[src/rtl/gray_expand_pkg.sv]
// gray_expand_pkg: shared image parameters for the sobel pipeline blocks
package gray_expand_pkg;
    localparam int IMG_DWIDTH_IN = 8;
    localparam int IMG_DWIDTH_OUT = 3 * IMG_DWIDTH_IN;
    localparam int IMG_WIDTH = 720;
    localparam int IMG_HEIGHT = 540;
    function automatic int cnt_bits(input int n);
        return n > 1 ? $clog2(n) : 1;
    endfunction
endpackage

[src/rtl/gray_expand_if.sv]
// gray_expand_if: input/output FIFO handshake and frame pulse of gray_expand
interface gray_expand_if
    import gray_expand_pkg::*;
#(
    parameter int DWIDTH_IN = IMG_DWIDTH_IN,
    parameter int DWIDTH_OUT = IMG_DWIDTH_OUT
) ();
    logic fifo_in_rd_en;
    logic [DWIDTH_IN-1:0] fifo_in_dout;
    logic fifo_in_empty;
    logic fifo_out_wr_en;
    logic [DWIDTH_OUT-1:0] fifo_out_din;
    logic fifo_out_full;
    logic frame_done;
    modport master (
        output fifo_in_rd_en, fifo_out_wr_en, fifo_out_din, frame_done,
        input fifo_in_dout, fifo_in_empty, fifo_out_full
    );
    modport slave (
        input fifo_in_rd_en, fifo_out_wr_en, fifo_out_din, frame_done,
        output fifo_in_dout, fifo_in_empty, fifo_out_full
    );
endinterface

[src/rtl/gray_expand_buf.sv]
// gray_expand_buf: 2-entry in-order holding buffer; caller never pushes when full or pops when empty
module gray_expand_buf #(
    parameter int W = 8
) (
    input  logic clock,
    input  logic reset,
    input  logic push,
    input  logic pop,
    input  logic [W-1:0] data,
    output logic [W-1:0] head,
    output logic [1:0] count
);
    logic [W-1:0] mem [2];
    logic rd_ptr, wr_ptr;
    assign head = mem[rd_ptr];
    always_ff @(posedge clock) begin
        if (reset) begin
            mem[0] <= '0;
            mem[1] <= '0;
            rd_ptr <= 1'b0;
            wr_ptr <= 1'b0;
            count <= 2'd0;
        end else begin
            if (push) begin
                mem[wr_ptr] <= data;
                wr_ptr <= !wr_ptr;
            end
            if (pop) rd_ptr <= !rd_ptr;
            count <= count + {1'b0, push} - {1'b0, pop};
        end
    end
endmodule

[src/rtl/gray_expand.sv]
// gray_expand: replicates each gray pixel into {g,g,g} RGB with frame position tracking
module gray_expand
    import gray_expand_pkg::*;
#(
    parameter int DWIDTH_IN = IMG_DWIDTH_IN,
    parameter int DWIDTH_OUT = IMG_DWIDTH_OUT,
    parameter int WIDTH = IMG_WIDTH,
    parameter int HEIGHT = IMG_HEIGHT
) (
    input logic clock,
    input logic reset,
    gray_expand_if.master bus
);
    localparam int CW = cnt_bits(WIDTH);
    localparam int RW = cnt_bits(HEIGHT);
    logic [DWIDTH_IN-1:0] head;
    logic [1:0] count;
    logic rd, wr, last_col, last_row, done;
    logic [CW-1:0] col;
    logic [RW-1:0] row;
    assign rd = !reset && !bus.fifo_in_empty && count < 2'd2;
    assign wr = !reset && count != 2'd0 && !bus.fifo_out_full;
    assign last_col = col == CW'(WIDTH - 1);
    assign last_row = row == RW'(HEIGHT - 1);
    assign bus.fifo_in_rd_en = rd;
    assign bus.fifo_out_wr_en = wr;
    assign bus.fifo_out_din = DWIDTH_OUT'({3{head}});
    assign bus.frame_done = done;
    gray_expand_buf #(.W(DWIDTH_IN)) u_buf (
        .clock(clock),
        .reset(reset),
        .push(rd),
        .pop(wr),
        .data(bus.fifo_in_dout),
        .head(head),
        .count(count)
    );
    always_ff @(posedge clock) begin
        if (reset) begin
            col <= '0;
            row <= '0;
            done <= 1'b0;
        end else begin
            done <= wr && last_col && last_row;
            if (wr) begin
                col <= last_col ? '0 : col + 1'b1;
                if (last_col) row <= last_row ? '0 : row + 1'b1;
            end
        end
    end
endmodule

[src/flat_wrapper.sv]
// flat-port wrapper written by rule: the top's interface ports become plain ports
module gray_expand_flat import gray_expand_pkg::*;
#(
    parameter int DWIDTH_IN = IMG_DWIDTH_IN,
    parameter int DWIDTH_OUT = IMG_DWIDTH_OUT,
    parameter int WIDTH = IMG_WIDTH,
    parameter int HEIGHT = IMG_HEIGHT
)
  (clock, reset, bus_fifo_in_rd_en, bus_fifo_out_wr_en, bus_fifo_out_din, bus_frame_done, bus_fifo_in_dout, bus_fifo_in_empty, bus_fifo_out_full);
  gray_expand_if #(.DWIDTH_IN(DWIDTH_IN), .DWIDTH_OUT(DWIDTH_OUT)) bus_i ();
  input logic clock;
  input logic reset;
  output wire logic [$bits(bus_i.fifo_in_rd_en)-1:0] bus_fifo_in_rd_en;
  output wire logic [$bits(bus_i.fifo_out_wr_en)-1:0] bus_fifo_out_wr_en;
  output wire logic [$bits(bus_i.fifo_out_din)-1:0] bus_fifo_out_din;
  output wire logic [$bits(bus_i.frame_done)-1:0] bus_frame_done;
  input wire logic [$bits(bus_i.fifo_in_dout)-1:0] bus_fifo_in_dout;
  input wire logic [$bits(bus_i.fifo_in_empty)-1:0] bus_fifo_in_empty;
  input wire logic [$bits(bus_i.fifo_out_full)-1:0] bus_fifo_out_full;
  assign bus_fifo_in_rd_en = bus_i.fifo_in_rd_en;
  assign bus_fifo_out_wr_en = bus_i.fifo_out_wr_en;
  assign bus_fifo_out_din = bus_i.fifo_out_din;
  assign bus_frame_done = bus_i.frame_done;
  assign bus_i.fifo_in_dout = bus_fifo_in_dout;
  assign bus_i.fifo_in_empty = bus_fifo_in_empty;
  assign bus_i.fifo_out_full = bus_fifo_out_full;
  gray_expand #(.DWIDTH_IN(DWIDTH_IN), .DWIDTH_OUT(DWIDTH_OUT), .WIDTH(WIDTH), .HEIGHT(HEIGHT)) u_core (.clock(clock), .reset(reset), .bus(bus_i));
endmodule
[config.mk]
export PLATFORM = sky130hd
export DESIGN_NAME = gray_expand_flat
export DESIGN_NICKNAME = d
export VERILOG_FILES = /design/src/rtl/gray_expand_pkg.sv /design/src/rtl/gray_expand_if.sv /design/src/rtl/gray_expand_buf.sv /design/src/rtl/gray_expand.sv /design/src/flat_wrapper.sv
export SDC_FILE = /design/constraint.sdc
export NUM_CORES = 1
export LEC_CHECK = 0
export BUFFER_PORTS_ARGS = -buffer_cell sky130_fd_sc_hd__buf_2
export CORE_ASPECT_RATIO = 1.2
export CORE_MARGIN = 5
export CORE_UTILIZATION = 40
export CTS_BUF_LIST = sky130_fd_sc_hd__clkbuf_8
export CTS_CLUSTER_DIAMETER = 200
export DETAILED_ROUTE_END_ITERATION = 8
export PLACE_DENSITY = 0.72
export SLEW_MARGIN = 5
export SYNTH_ARGS = -nofsm -noshare
export SYNTH_HDL_FRONTEND = slang
export SYNTH_SLANG_ARGS = --single-unit
[constraint.sdc]
create_clock -name clock -period 1.6 [get_ports clock]
set_input_delay 0.08 -clock clock [delete_from_list [all_inputs] [get_ports clock]]
set_output_delay 0.08 -clock clock [all_outputs]
set_load 0.05 [all_outputs]
==> impl_metrics.yaml, run 1 <==
synth:
  syn_avg_cell_area_sq_um: 10.19
  synth.area.top_cells: "dfxtp_1 (25%), edfxtp_1 (23%), buf_4 (5.8%), mux2_2 (4.3%), xnor2_1 (3.4%)"
  ys_seq_area_share_pct: 48.16
  synth_warnings: 0
  synth-edff-count: 16
  synth_cell_types: 38
  ys_ff_latch: 42
  synth_cells: 204
  synth_top_area_share_pct: 25.05
  synthFlopType: "dfxtp_1"
  netlist_area_sq_um: 2078
  synthesis.nets: 220
  synth_top_cell_by_area: "dfxtp_1"
  async_flop_share_pct: 0
setup_path:
  critical_path_buf_inv_count: 1
  worst-setup-path-type: "reg2reg"
  cp.required_ns: 1.83
  end_kind: "flip-flop"
  crit_path_top_delay_cell: "or4_4"
  crit_path_max_fanout: 8
  cp_cell_sequence: "nand4b_1 -> or3_4 -> buf_6 -> or4_4 -> a21oi_2"
  slowest_delay_ns: 0.51
  crit_path_start: "u_core.col[8]$_SDFFE_PP0P_"
  arrival_ns: 1.93
  cp-start-kind: "flip-flop"
  regToRegStartpoint: "u_core.col[8]$_SDFFE_PP0P_"
  critPathTopFamily: "simple AND/OR/NAND/NOR gates"
global_route:
  grt_pass1_vias: 1672
  antenna_found_initial: 1
  use_met1_pct: 15.93
  grt_util_met2_pct: 25.31
  top_usage_layer: "met2"
  grt.total_usage_pct: 14.40
  use_met3_pct: 3.825
  overflow: 0
  grt_max_degree: 14
  grt_pass1_wl_mm: 7.396
timing:
  finalHoldViolCount: 0
  min_period_over_period_pct: 105.8
  fmax_mhz: 590.7
  finalSetupViolations: 10
  fin_skew_ns: 0.005993
  relSlewSlack_pct: 72.43
  setup_ws_ns: -0.09279
  fin_hold_ws_ns: 0.06684
  tns_ns: -0.5626
  rsz0062_at_grt: "yes"
  worstMarginPinSlew_ns: 0.4078
  layout_min_cycle_time_ns: 1.693
  slew_viol_final: 0
die:
  die_h_um: 88.96
  pin_count: 39
  die_width_um: 75.80
  num_rows: 28
  initial_core_util_pct: 41.78
  core_sq_um: 4975
  die_area_sq_um: 6743
placement:
  gp_congestion: 0.8212
  pre_cts_slack_ns: -0.1836
  io_buffers: 38
  dpl.hpwl_mm: 3.180
status:
  status: "finished, violations left"
  violations: "setup timing"
clock_network:
  tritoncts: "done"
  cts.htree.levels: 2
  numCtsBuffers: 5
  hold_buffers: 0
  insertion_delay_ns: 0.30
  clock_sink_count: 42
  ctsRootBufferMaster: "clkbuf_8"
  cts_buffer_depth: 2
  cts.clk_slew.worst_paths_ns: 0.08
cells_and_area:
  drive_gt1_share_pct: 52.42
  layout_common_cells: "buf_2 (37), buf_4 (33), dfxtp_1 (18)"
  antenna_cells: 0
  fin_util_pct: 58.20
  fillers: 444
  layout.nets: 284
  area_delta_synth_final_pct: 39.31
  final_common_cell: "buf_2"
routing:
  first_iter_violations: 66
  vias: 1742
  vias_per_cell: 5.295
  wl_mm: 4.885
  wire_per_inst_um: 14.85
  antenna_left: 0
  dr.pass1.iters: 4
  route.detailed.drc: 0
pwr:
  powerDensity_nw_per_um2: 999.4
  seqPwrFrac_pct: 42.5
  p_leak_uw: 0.001128
  swShare_pct: 36.96
  ir_drop_mv: 0.5704
  power.switching_uw: 1070
  clkPwrFrac_pct: 24.5
  combPwrFrac_pct: 33.1
  p_int_uw: 1824
flow_run:
  timing.max_cap.violations: 0
hold_path:
  hp-class: "in2reg"
  hold_start: "bus_fifo_in_dout[4]"
## per-layer routing
layer | up-vias | wire length, um
met2 | 39 | 2662
met3 | 8 | 245
met4 | 2 | 84
li1 | 863 | -
met1 | 830 | 1884
met5 | - | 7
## cell type report
| class | instances | area (sq um) | area share (%) |
|---|---|---|---|
| flip-flops and latches | 42 | 1013 | 35.00 |
| repair buffers | 80 | 558.0 | 19.27 |
| clock buffers | 6 | 82.58 | 2.852 |
| multi-input cells | 134 | 1127 | 38.94 |
| clock inverters | 2 | 12.51 | 0.4322 |
| well taps | 60 | 75.07 | 2.593 |
| inverters | 5 | 26.28 | 0.9075 |
## synthesized netlist by cell type, types with 2 or more instances
master,count
nand4_1,6
o31ai_1,8
and4_1,3
nor2_1,15
buf_4,16
edfxtp_1,16
o211ai_1,2
nor3_1,3
and3_1,8
ha_1,4
or4_1,7
or3_1,6
and2_1,9
nand2_1,5
inv_1,5
mux2_2,8
o21ai_0,5
xnor2_1,8
nor4b_1,2
a21oi_1,12
xor2_1,2
clkbuf_1,8
dfxtp_1,26
nand3_1,6
## worst paths after layout
path                                           to  slack [ns]  depth (start not counted)
max                    u_core.row[6]$_SDFFE_PP0P_       -0.09                          5
min          u_core.u_buf.mem[0][4]$_SDFFCE_PN0P_        0.07                          2
max reg2reg            u_core.row[6]$_SDFFE_PP0P_       -0.09                          5
min reg2reg            u_core.col[9]$_SDFFE_PP0P_        0.52                          2
## cell families (layout without fill, tap and decap cells)
group / after synthesis / in the layout / share of synthesized area [%]
AND/OR/NAND/NOR: 75 / 78 / 21.19
flip-flops: 42 / 42 / 48.16
AO/OA/AOI/OAI: 34 / 34 / 10.78
buffers and inverters: 31 / 93 / 8.910
XOR/XNOR: 10 / 10 / 4.215
multiplexers: 8 / 8 / 4.335
adder cells (fa/ha/maj): 4 / 4 / 2.408
## sequential cells by signal (all words and copies together), names as in the netlist, named ones only
| name | flops |
|---|---|
| u_core.col | 10 |
| u_core.u_buf.mem | 16 |
| u_core.bus.frame_done | 1 |
| u_core.row | 10 |
| u_core.u_buf.rd_ptr | 1 |
| u_core.u_buf.count | 2 |
| u_core.u_buf.wr_ptr | 1 |
## stage by stage
stage | instance area, sq um | instances | power, uW
after CTS | 2743 | 325 | 2897
after global placement | 2515 | 313 | 2104
after global routing | 2895 | 329 | 3018
after floorplan | 2153 | 204 | 1992
after detailed placement | 2515 | 313 | 2117
final | 2895 | 329 | 2894
## power groups by stage
stage / Sequential, uW / Combinational [uW] / Clock [uW]
floorplan: 1230 / 767 / 0
global placement: 1240 / 862 / 0
detailed placement: 1250 / 872 / 0
CTS: 1230 / 943 / 726
global route: 1240 / 1010 / 768
finish: 1230 / 957 / 708
## timing repair
action | 4_1_cts | 5_1_grt
cloned | 2 | 1
pin swaps | 7 | 12
setup endpoints to repair | 21 | 52
gates resized for setup | 21 | 31
setup buffers | 2 | 3
endpoints found under the hold margin | 0 | 0
Power figures use the tool's default switching activity.
==> inputs of run 2 (changes only) <==
BUFFER_PORTS_ARGS = -buffer_cell sky130_fd_sc_hd__clkbuf_2   (was -buffer_cell sky130_fd_sc_hd__buf_2)
CTS_CLUSTER_DIAMETER = 120   (was 200)
GPL_TIMING_DRIVEN = 1   (was unset)
==> run 2 against run 1 <==
Effect of this change:
- the run still ends with setup timing left
- die area stayed put
- total power is 0.12% lower
- sequential power hardly changed
- critical path type unchanged
- critical endpoint is now u_core.row[3]$_SDFFE_PP0P_
- largest cell class unchanged
- highest routed layer is now met4
==> impl_metrics.yaml, run 2 (synthesis gave the netlist of run 1 again) <==
status:
  status: "finished, violations left"
  violations: "setup timing"
clock_network:
  cts_buffer_depth: 2
  cts.htree.levels: 2
  numCtsBuffers: 5
  hold_buffers: 0
  insertion_delay_ns: 0.30
  ctsRootBufferMaster: "clkbuf_8"
  clock_sink_count: 42
  cts.clk_slew.worst_paths_ns: 0.09
  tritoncts: "done"
cells_and_area:
  fin_util_pct: 57.27
  layout.nets: 282
  fillers: 428
  top_regs: "u_core.u_buf.mem x16, u_core.col x10, u_core.row x10"
  layout_common_cells: "clkbuf_2 (37), buf_4 (33), dfxtp_1 (18)"
  area_delta_synth_final_pct: 37.09
  ff_latch_area_sq_um: 1013
  multi_input_area_sq_um: 1100
  final_common_cell: "clkbuf_2"
  antenna_cells: 0
  top_register: "u_core.u_buf.mem"
  instances_no_fill: 327
  largest_reg_flops: 16
  drive_gt1_share_pct: 52.06
setup_path:
  cp.required_ns: 1.83
  cp-start-kind: "flip-flop"
  crit_path_top_delay_cell: "or4_1"
  end_kind: "flip-flop"
  slowest_delay_ns: 0.50
  worst_r2r_endpoint: "u_core.row[3]$_SDFFE_PP0P_"
  ff2ff_path_depth: 5
  worst-setup-path-type: "reg2reg"
  cp_cell_sequence: "nand4b_1 -> or3_4 -> buf_6 -> or4_1 -> a21oi_1"
  regToRegStartpoint: "u_core.col[8]$_SDFFE_PP0P_"
  crit_path_max_fanout: 11
  arrival_ns: 1.94
  rrSetupSlack_ns: -0.10
timing:
  rsz0062_at_grt: "yes"
  min_period_over_period_pct: 106.4
  fin_skew_ns: 0.007709
  fin_hold_ws_ns: 0.06230
  fmax_mhz: 587.4
  worstMarginPinSlew_ns: 0.3600
  setup_ws_ns: -0.1024
  finalSetupViolations: 16
  slew_viol_final: 0
  layout_min_cycle_time_ns: 1.702
  finalHoldViolCount: 0
  relSlewSlack_pct: 75.66
routing:
  wl_mm: 4.815
  dr.pass1.iters: 4
  vias_per_cell: 5.315
  first_iter_violations: 85
  vias: 1738
  route.detailed.drc: 0
  wire_per_inst_um: 14.72
  antenna_left: 0
global_route:
  grt.total_usage_pct: 14.11
  grt_pass1_wl_mm: 7.189
  overflow: 0
  grt_pass1_vias: 1650
  grt_max_degree: 16
  antenna_found_initial: 0
hold_path:
  hold_start: "bus_fifo_in_dout[0]"
  whs_endpoint: "u_core.u_buf.mem[0][0]$_SDFFCE_PN0P_"
  hold_path_depth: 2
  hp-class: "in2reg"
placement:
  dp_cells: 312
  io_buffers: 38
  dpl.hpwl_mm: 3.204
  gp_congestion: 0.8411
die:
  die_width_um: 75.80
  core_sq_um: 4975
  initial_core_util_pct: 41.78
  pin_count: 39
  die_area_sq_um: 6743
  num_rows: 28
  die_h_um: 88.96
pwr:
  power.switching_uw: 1115
  ir_drop_mv: 0.6732
  powerDensity_nw_per_um2: 1014
  clkPwrFrac_pct: 25.2
  p_leak_uw: 0.001112
  swShare_pct: 38.59
  p_int_uw: 1775
  seqPwrFrac_pct: 42.6
  combPwrFrac_pct: 32.2
flow_run:
  timing.max_cap.violations: 0
run 2: worst max-delay path by stage:
stage | start | to | slack (ns) | depth (start not counted)
global placement | u_core.col[1]$_SDFFE_PP0P_ | u_core.row[9]$_SDFFE_PP0P_ | -0.13 | 5
CTS | u_core.col[8]$_SDFFE_PP0P_ | u_core.row[3]$_SDFFE_PP0P_ | -0.07 | 5
detailed placement | u_core.col[1]$_SDFFE_PP0P_ | u_core.row[5]$_SDFFE_PP0P_ | -0.16 | 5
floorplan | u_core.col[1]$_SDFFE_PP0P_ | u_core.row[2]$_SDFFE_PP0P_ | -0.08 | 6
global route | u_core.col[8]$_SDFFE_PP0P_ | u_core.row[8]$_SDFFE_PP0P_ | -0.15 | 5
finish | u_core.col[8]$_SDFFE_PP0P_ | u_core.row[3]$_SDFFE_PP0P_ | -0.10 | 5
run 2: layout make-up:
| type | count | area share, % |
|---|---|---|
| Timing Repair Buffer | 80 | 19.24 |
| Tap cell | 60 | 2.635 |
| Clock inverter | 3 | 0.8783 |
| Multi-Input combinational cell | 132 | 38.60 |
| Clock buffer | 5 | 2.415 |
| Inverter | 5 | 0.6588 |
| Sequential cell | 42 | 35.57 |
run 2: layer usage:
metal	GRT usage [%]	wire (um)
met5	0	0
met4	6.200	76
met3	3.037	212
met2	24.45	2499
met1	16.44	2027
run 2: critical path, delay by kind of cell, from the launching register on:
kind	cells	cell delay (ns)
simple gates	3	1.02
buf+inv	1	0.15
flops	1	0.33
compound gates	1	0.13
run 2: what timing repair did:
item,in CTS,in global routing
resized for setup,21,26
pin swaps,8,11
cloned,1,0
hold endpoints to repair,0,0
buffers inserted,5,1
endpoints found under the setup margin,19,28
run 2: metrics by stage:
| step | worst slack, ns | total power (uW) | cell area [sq um] | TNS (ns) |
|---|---|---|---|---|
| final | -0.1024 | 2890 | 2849 | -0.9016 |
| after global placement | -0.1259 | 2103 | 2507 | -0.8104 |
| after floorplan | -0.08123 | 1992 | 2153 | -0.8776 |
| after global routing | -0.1476 | 3003 | 2849 | -2.038 |
| after CTS | -0.06714 | 2871 | 2729 | -0.5302 |
| after detailed placement | -0.1598 | 2118 | 2507 | -1.115 |
run 2: power by group through the flow:
stage | Sequential (uW) | Combinational (uW) | Clock, uW
after floorplan | 1230 | 767 | 0
after global placement | 1240 | 861 | 0
after detailed placement | 1250 | 873 | 0
after CTS | 1220 | 918 | 729
after global routing | 1240 | 988 | 777
final | 1230 | 931 | 729
==> inputs of run 3 (changes only) <==
CORE_MARGIN = 2   (was 5)
==> run 3 against run 2 <==
Effect of this change:
- the run still ends with setup timing left
- critical path depth stayed put
- sequential share of layout area is 0.34 points lower
- non-clock buffer count is 2 higher
- clock skew is 0.0020 ns lower
- combinational power is 2.6% higher
- global-route usage is 1.6 points higher
- utilization is 0.40 points higher
- setup slack worse by 0.025 ns
- critical endpoint unchanged
- largest cell class unchanged
- highest routed layer unchanged
==> impl_metrics.yaml, run 3 (synthesis gave the netlist of run 1 again) <==
timing:
  setup_ws_ns: -0.1275
  fin_hold_ws_ns: 0.06988
  relSlewSlack_pct: 74.08
  finalHoldViolCount: 0
  fmax_mhz: 578.9
  tns_ns: -1.302
  finalSetupViolations: 17
  slew_viol_final: 0
  worstMarginPinSlew_ns: 0.3853
  layout_min_cycle_time_ns: 1.728
  fin_skew_ns: 0.005742
  min_period_over_period_pct: 108.0
  rsz0062_at_grt: "yes"
setup_path:
  worst_r2r_endpoint: "u_core.row[3]$_SDFFE_PP0P_"
  crit_path_max_fanout: 5
  slowest_delay_ns: 0.51
  end_kind: "flip-flop"
  cp_cell_sequence: "nand4b_1 -> or3_4 -> buf_6 -> or4_4 -> a21oi_2"
  ff2ff_path_depth: 5
  cp-start-kind: "flip-flop"
  arrival_ns: 1.96
  worst-setup-path-type: "reg2reg"
  critPathTopFamily: "simple AND/OR/NAND/NOR gates"
  regToRegStartpoint: "u_core.col[8]$_SDFFE_PP0P_"
  critical_path_buf_inv_count: 1
  crit_path_top_delay_cell: "or4_4"
  rrSetupSlack_ns: -0.13
  cp.required_ns: 1.83
cells_and_area:
  fillers: 421
  antenna_cells: 0
  layout_common_cells: "clkbuf_2 (37), buf_4 (35), dfxtp_1 (18)"
  layout.nets: 285
  fin_util_pct: 57.67
  instances_no_fill: 330
  top_register: "u_core.u_buf.mem"
  final_common_cell: "clkbuf_2"
  largest_reg_flops: 16
  top_regs: "u_core.u_buf.mem x16, u_core.col x10, u_core.row x10"
  drive_gt1_share_pct: 50.74
  area_delta_synth_final_pct: 38.05
placement:
  gp_congestion: 0.8001
  pre_cts_slack_ns: -0.1744
  dp_cells: 313
  io_buffers: 38
  dpl.hpwl_mm: 3.044
clock_network:
  ctsRootBufferMaster: "clkbuf_8"
  cts.htree.levels: 2
  clock_sink_count: 42
  tritoncts: "done"
  numCtsBuffers: 5
  cts_buffer_depth: 2
  cts.clk_slew.worst_paths_ns: 0.09
  insertion_delay_ns: 0.30
status:
  status: "finished, violations left"
  violations: "setup timing"
hold_path:
  whs_endpoint: "u_core.u_buf.mem[0][4]$_SDFFCE_PN0P_"
  hp-class: "in2reg"
  hold_path_depth: 2
  hold_start: "bus_fifo_in_dout[4]"
routing:
  wl_mm: 4.888
  vias: 1779
  antenna_left: 0
  route.detailed.drc: 0
  vias_per_cell: 5.391
  first_iter_violations: 78
  wire_per_inst_um: 14.81
  dr.pass1.iters: 4
flow_run:
  timing.max_cap.violations: 0
die:
  core_sq_um: 4975
  num_rows: 28
  initial_core_util_pct: 41.78
  pin_count: 39
  die_width_um: 69.80
  die_h_um: 82.96
  die_area_sq_um: 5791
global_route:
  grt.total_usage_pct: 15.75
  antenna_found_initial: 0
  grt_pass1_wl_mm: 7.486
  grt_max_degree: 18
  overflow: 0
  grt_pass1_vias: 1682
pwr:
  p_leak_uw: 0.001122
  powerDensity_nw_per_um2: 1009
  ir_drop_mv: 0.6288
==> run 3: cell types whose count changed in the layout (fill, tap and decap cells not counted), sizes merged <==
cell	delta
or3	+1
buf	+2
==> run 3: cell type report <==
type / count / area, sq um / area share (%)
inverters: 5 / 23.77 / 0.8286
multi-input cells: 133 / 1089 / 37.94
clock buffers: 5 / 68.82 / 2.399
repair buffers: 82 / 576.8 / 20.10
flip-flops and latches: 42 / 1011 / 35.24
clock inverters: 3 / 25.02 / 0.8722
well taps: 60 / 75.07 / 2.617
==> run 3: timing repair <==
| action | CTS | global route |
|---|---|---|
| pin swaps | 10 | 11 |
| setup endpoints to repair | 41 | 30 |
| gates resized for setup | 21 | 23 |
| setup buffers | 2 | 3 |
| hold buffers | 0 | 0 |
| cloned | 1 | 3 |
==> run 3: worst max-delay path by stage <==
| stage | startpoint | to | slack (ns) | cells past startpoint |
|---|---|---|---|---|
| floorplan | u_core.col[1]$_SDFFE_PP0P_ | u_core.row[2]$_SDFFE_PP0P_ | -0.08 | 6 |
| global placement | u_core.col[1]$_SDFFE_PP0P_ | u_core.row[5]$_SDFFE_PP0P_ | -0.13 | 5 |
| detailed placement | u_core.col[1]$_SDFFE_PP0P_ | u_core.row[9]$_SDFFE_PP0P_ | -0.17 | 5 |
| CTS | u_core.col[8]$_SDFFE_PP0P_ | u_core.row[3]$_SDFFE_PP0P_ | -0.10 | 5 |
| global route | u_core.col[8]$_SDFFE_PP0P_ | u_core.row[3]$_SDFFE_PP0P_ | -0.18 | 5 |
| finish | u_core.col[8]$_SDFFE_PP0P_ | u_core.row[3]$_SDFFE_PP0P_ | -0.13 | 5 |
==> run 3: power by group <==
part           total (uW)  switching [uW]  internal (uW)
Sequential           1230            49.6           1180
Combinational         955             658            297
Clock                 713             398            315
==> run 3: per-layer routing <==
| metal | share of wire [%] | vias to the layer above | global-route usage (%) |
|---|---|---|---|
| met4 | 2.6 | 0 | 5.245 |
| met1 | 40 | 862 | 18.89 |
| met5 | 0 | - | 0 |
| li1 | - | 865 | - |
| met3 | 2.9 | 11 | 3.034 |
| met2 | 54 | 41 | 27.97 |
==> run 3: metrics by stage <==
stage | area, sq um | power, uW
floorplan | 2153 | 1992
global placement | 2515 | 2106
detailed placement | 2515 | 2120
CTS | 2730 | 2857
global route | 2869 | 3019
finish | 2869 | 2896
